### src/rtl/tcp_unconf_mem_requester.sv
// Per-connection unconfirmed-memory requester: tracks unacked segment descriptors,
// retires them on cumulative ACKs and requests the arbiter for retransmission on timeout.
module tcp_unconf_mem_requester #(
    parameter int unsigned DESC_DEPTH = 8,
    parameter int unsigned ADDR_W     = 16,
    parameter int unsigned LEN_W      = 11,
    parameter int unsigned SEQ_W      = 32,
    parameter int unsigned RTO_CYC    = 4096,
    parameter int unsigned MAX_RETRY  = 7
) (
    input  logic              clk,
    input  logic              rst,
    input  logic              push_i,
    input  logic [ADDR_W-1:0] push_addr_i,
    input  logic [LEN_W-1:0]  push_len_i,
    input  logic [SEQ_W-1:0]  push_seq_end_i,
    input  logic              ack_vld_i,
    input  logic [SEQ_W-1:0]  ack_num_i,
    output logic              irq_o,
    input  logic              sel_i,
    input  logic              sel_rdy_i,
    input  logic              wr_allow_i,
    output logic              rtx_vld_o,
    output logic [ADDR_W-1:0] rtx_addr_o,
    output logic [LEN_W-1:0]  rtx_len_o,
    output logic              stop_o,
    output logic              empty_o,
    output logic              full_o,
    output logic              ovf_o,
    output logic              err_o
);

    localparam int unsigned PTR_W = $clog2(DESC_DEPTH);
    localparam int unsigned CNT_W = PTR_W + 1;
    localparam int unsigned TMR_W = $clog2(RTO_CYC);
    localparam int unsigned RTY_W = $clog2(MAX_RETRY + 2);

    typedef struct packed {
        logic [ADDR_W-1:0] addr;
        logic [LEN_W-1:0]  len;
        logic [SEQ_W-1:0]  seq_end;
    } desc_t;

    typedef enum logic [2:0] {
        IDLE  = 3'd0,
        REQ   = 3'd1,
        LATCH = 3'd2,
        SEND  = 3'd3,
        DONE  = 3'd4
    } state_t;

    desc_t             mem [DESC_DEPTH];
    desc_t             head_desc;
    logic [PTR_W-1:0]  head;
    logic [PTR_W-1:0]  tail;
    logic [CNT_W-1:0]  count;
    logic [CNT_W-1:0]  count_next;
    logic [SEQ_W-1:0]  ack_reg;
    logic [SEQ_W-1:0]  ack_diff;
    logic [TMR_W-1:0]  timer;
    logic [RTY_W-1:0]  retry;
    state_t            state;
    state_t            state_next;
    logic              not_empty;
    logic              full_c;
    logic              push_ok;
    logic              pop;
    logic              expire;
    logic              grant;
    logic              accept;

    // FIFO bookkeeping, modular ACK compare and timer expiry
    always_comb begin
        head_desc  = mem[head];
        not_empty  = (count != '0);
        full_c     = (count == CNT_W'(DESC_DEPTH));
        push_ok    = push_i && !full_c;
        ack_diff   = ack_reg - head_desc.seq_end;
        pop        = not_empty && ($signed(ack_diff) >= 0);
        count_next = count + CNT_W'(push_ok) - CNT_W'(pop);
        expire     = not_empty && !pop && (timer == TMR_W'(RTO_CYC - 1));
        grant      = sel_i && sel_rdy_i;
        accept     = rtx_vld_o && wr_allow_i;
    end

    always_ff @(posedge clk) begin
        if (rst) begin
            state <= IDLE;
        end else begin
            state <= state_next;
        end
    end

    always_comb begin
        state_next = state;
        case (state)
            IDLE:    if (expire) state_next = REQ;
            REQ: begin
                // an ACK that drains the FIFO cancels the request without a stop pulse
                if (count_next == '0) begin
                    state_next = IDLE;
                end else if (grant) begin
                    state_next = LATCH;
                end
            end
            LATCH:   state_next = SEND;
            SEND:    if (accept) state_next = DONE;
            DONE:    state_next = IDLE;
            default: state_next = IDLE;
        endcase
    end

    always_ff @(posedge clk) begin
        if (push_ok) begin
            mem[tail] <= desc_t'{addr: push_addr_i, len: push_len_i, seq_end: push_seq_end_i};
        end
    end

    always_ff @(posedge clk) begin
        if (rst) begin
            head       <= '0;
            tail       <= '0;
            count      <= '0;
            empty_o    <= 1'b1;
            full_o     <= 1'b0;
            ovf_o      <= 1'b0;
            ack_reg    <= '0;
            timer      <= '0;
            retry      <= '0;
            err_o      <= 1'b0;
            rtx_addr_o <= '0;
            rtx_len_o  <= '0;
            irq_o      <= 1'b0;
            rtx_vld_o  <= 1'b0;
            stop_o     <= 1'b0;
        end else begin
            if (push_ok)          tail  <= tail + PTR_W'(1);
            if (push_i && full_c) ovf_o <= 1'b1;
            if (pop)              head  <= head + PTR_W'(1);
            count   <= count_next;
            empty_o <= (count_next == '0);
            full_o  <= (count_next == CNT_W'(DESC_DEPTH));
            if (ack_vld_i) ack_reg <= ack_num_i;

            if (state != IDLE || !not_empty || pop || expire) begin
                timer <= '0;
            end else begin
                timer <= timer + TMR_W'(1);
            end

            // retry count tracks retransmissions of the current head only
            if (pop) begin
                retry <= '0;
            end else if (state == SEND && accept) begin
                if (retry < RTY_W'(MAX_RETRY + 1)) retry <= retry + RTY_W'(1);
                if (retry >= RTY_W'(MAX_RETRY))    err_o <= 1'b1;
            end

            if (state == LATCH) begin
                rtx_addr_o <= head_desc.addr;
                rtx_len_o  <= head_desc.len;
            end

            irq_o     <= (state_next == REQ) || (state_next == LATCH) || (state_next == SEND);
            rtx_vld_o <= (state_next == SEND);
            stop_o    <= (state_next == DONE);
        end
    end

endmodule

### config.mk
export PLATFORM = sky130hd
export DESIGN_NAME = tcp_unconf_mem_requester
export DESIGN_NICKNAME = d
export VERILOG_FILES = /design/src/rtl/tcp_unconf_mem_requester.sv
export SDC_FILE = /design/constraint.sdc
export NUM_CORES = 1
export LEC_CHECK = 0
export ABC_CLOCK_PERIOD_IN_PS = 6700
export BUFFER_PORTS_ARGS = -buffer_cell sky130_fd_sc_hd__buf_4
export CAP_MARGIN = 20
export CORE_UTILIZATION = 54
export CTS_CLUSTER_SIZE = 24
export DETAILED_ROUTE_END_ITERATION = 8
export GPL_TIMING_DRIVEN = 0
export PLACE_DENSITY = 0.84
export SLEW_MARGIN = 20
export SYNTH_ARGS = -nofsm -noshare
export SYNTH_HDL_FRONTEND = slang
export SYNTH_SLANG_ARGS = --single-unit
### constraint.sdc
create_clock -name clk -period 6.7 [get_ports clk]
set_input_delay 1.675 -clock clk [delete_from_list [all_inputs] [get_ports clk]]
set_output_delay 1.675 -clock clk [all_outputs]
set_load 0.02 [all_outputs]
==> impl_metrics.tcl <==
set metrics [dict create \
    status "finished clean" \
    yosys-mux-area-fraction 0.165 \
    cts_hold_buffers 0 \
    synth_top_area_frac 0.646 \
    grt_pass1_vias 12300 \
    finalPower_mw 8.72 \
    max_slew_margin 0.323 \
    p_comb_frac 0.190 \
    whs_ps 471 \
    setup_viol 0 \
    synthCells 1150 \
    grt_pass1_wl_mm 72.7 \
    root_buffer "clkbuf_16" \
    netlist_top_cells_count "edfxtp_1, mux4_2, dfxtp_1" \
    vdd_drop_max_v 0.000209 \
    hold_violations 0 \
    synthFlopType "edfxtp_1" \
    worstMarginPinSlew_ps 990 \
    cts_max_level 2 \
    placed_cells 1841 \
    worstSetupPathType "reg -> reg" \
    yosysMostFrequentCell "edfxtp_1" \
    seqPwrFrac 0.467 \
    critPathRequiredTime_ps 7180 \
    portBuffers 130 \
    vias 11600 \
    timing.rr.end "rtx_vld_o" \
    drc 0 \
    total_leakage_power_nw 8.72 \
    endpoint_kind "flop" \
    post-route-util 0.654 \
    yosys-top-cells-area "edfxtp_1, mux4_2, dfxtp_1" \
    clock_power_share 0.343 \
    drive_above_1_share 0.274 \
    swShare 0.250 \
    ios 132 \
    async_flop_share 0 \
    yosys_register_bits 570 \
    holdPathStages 1 \
    ys_seq_area_frac 0.735 \
    syn_area_um2 22000 \
    dp_hpwl_mm 31.7 \
    layout_min_cycle_time_ps 6390 \
    cts_setup_buffers 0 \
    layout.cells.non_filler 1943 \
    die_area_um2 41500 \
    syn_avg_cell_area_um2 19.1 \
    clkTransAtPathRegs_ps 60 \
    synth_compound_gate_area_share 0.0202 \
    synth-edff-count 472 \
    grt.overflow.total 0 \
    fmaxAchievable_mhz 156 \
    synth_top_family_by_area "multiplexers" \
    vias_per_cell 5.95 \
    cts_sinks 570 \
    crit_path_start_kind "flop" \
    cts_buffers 53 \
    powerDensity_nw_per_um2 334 \
    rr_worst_depth 22 \
    yosys.area.top_type "edfxtp_1" \
    p_int_mw 6.54 \
    fin_nets 1510 \
    yosys_warnings 0 \
    cts_resized 19 \
    start_util 0.550 \
    grt_max_degree 22 \
    clk_latency_ps 580 \
    wl_per_cell_um 24.8 \
    ant_nets 0 \
    yosys.area_share.simple 0.0370 \
    syn-num-nets 1290 \
    wl_mm 48.2 \
    arrival_ps 6870 \
    placementRows 73 \
    yosys.area_share.adder 0.0243 \
    crit_fanout 10 \
    core_area_um2 39900 \
    synth_xor_area_frac 0.00638 \
    tritoncts "done" \
    synth_cell_type_count 44 \
    gp_congestion 0.789 \
    dr.pass1.iters 7 \
    cap_violations 0 \
    rsz0062_at_grt "false" \
    die-height_um 204 \
    drt_iter0_drc 1152 \
    regToRegSetupSlack_ps 310 \
    skew_ps 14.8 \
    report.final.slew_viol_count 0 \
    finalCritPeriodShare 0.954 \
    largest_reg_flops 472 \
    antenna_found_initial 4 \
    dieWidth_um 204 \
    hold_class "reg -> reg" \
    p_switching_mw 2.18 \
    cts_buffer_depth 3 \
    area_growth_pct 18.8 \
    crit_end "rtx_vld_o" \
    track_usage 0.238 \
]
==> stage by stage <==
stage / setup slack, ps / cell area, um^2 / TNS (ps)
floorplan: 152 / 22000 / 0
global placement: -4120 / 23600 / -773450
detailed placement: -905 / 24300 / -4420
CTS: 12.5 / 26100 / 0
global route: 23.9 / 26100 / 0
finish: 310 / 26100 / 0
==> layout make-up <==
class	count	area, um^2
sequential	570	16100
fill	2462	13800
multi-input combinational	513	5630
timing repair buffer	166	1590
clock buffer	79	1540
tap	525	657
buffer	53	282
clock inverter	21	208
inverter	13	48.8
antenna	3	7.51
==> critical path, stage by stage, from the launching register on <==
cell and delay (ps):
dfxtp_1 310, clkbuf_1 530, clkbuf_1 590, mux4_2 420, mux2i_1 470, ha_1 200, nand4_1 110, or4_1 660
a311oi_4 490, o31ai_1 170, and3_1 220, buf_6 140, ha_1 270, inv_1 50, ha_1 150, inv_1 50
fa_1 380, xor2_1 180, nand3b_1 120, nor2_1 60, nor3b_1 310, a32oi_1 170, a211oi_1 210
==> cells by family after synthesis <==
kind of cell    after synthesis
fa+ha+maj                    42
compound gates               65
mux                         214
buf+inv                      67
simple gates                176
xor+xnor                     16
flops                       570
==> layer usage <==
metal  part of all wire  vias up  track usage  wire length, um
met5            0.00029        -            0               14
met4              0.032        2       0.0937             1520
met3              0.070       99       0.0431             3370
met2               0.50      510        0.392            24200
met1               0.40     5909        0.316            19000
li1                   -     5037            -                -
==> layout by cell type, fill, tap and decap left out, types with 8 or more instances in the layout <==
| master | synthesis | final |
|---|---|---|
| inv_1 | 13 | 13 |
| nor2_1 | 86 | 80 |
| clkdlybuf4s15_2 | 0 | 8 |
| buf_1 | 22 | 11 |
| nand2b_1 | 8 | 8 |
| buf_6 | 2 | 11 |
| a211oi_1 | 30 | 30 |
| nand3_1 | 9 | 9 |
| nor3_1 | 19 | 17 |
| edfxtp_1 | 472 | 472 |
| a21oi_1 | 18 | 18 |
| clkbuf_16 | 0 | 55 |
| clkinv_1 | 0 | 8 |
| clkbuf_1 | 29 | 43 |
| nand2_1 | 21 | 21 |
| ha_1 | 41 | 41 |
| buf_4 | 0 | 139 |
| xor2_1 | 8 | 8 |
| xnor2_1 | 8 | 8 |
| mux4_2 | 118 | 118 |
| dfxtp_1 | 98 | 98 |
| mux2i_1 | 92 | 92 |
| buf_16 | 0 | 11 |
==> power by group through the flow <==
| stage | Combinational (mW) | Sequential [mW] | Clock (mW) |
|---|---|---|---|
| after detailed placement | 1.63 | 4.15 | 0 |
| final | 1.65 | 4.08 | 2.99 |
| after floorplan | 1.12 | 4.16 | 0 |
| after CTS | 1.66 | 4.08 | 3.03 |
| after global placement | 1.52 | 4.18 | 0 |
| after global routing | 1.78 | 4.09 | 3.16 |
==> worst min path at each step <==
stage              from        to  slack, ps
3_5_place_dp      err_o     err_o        450
6_report       state[2]  state[0]        470
4_1_cts        state[2]  state[0]        460
2_1_floorplan  state[2]  state[0]        420
3_3_place_gp   state[2]  state[0]        440
5_1_grt        state[2]  state[0]        480
Power figures use the tool's default switching activity.
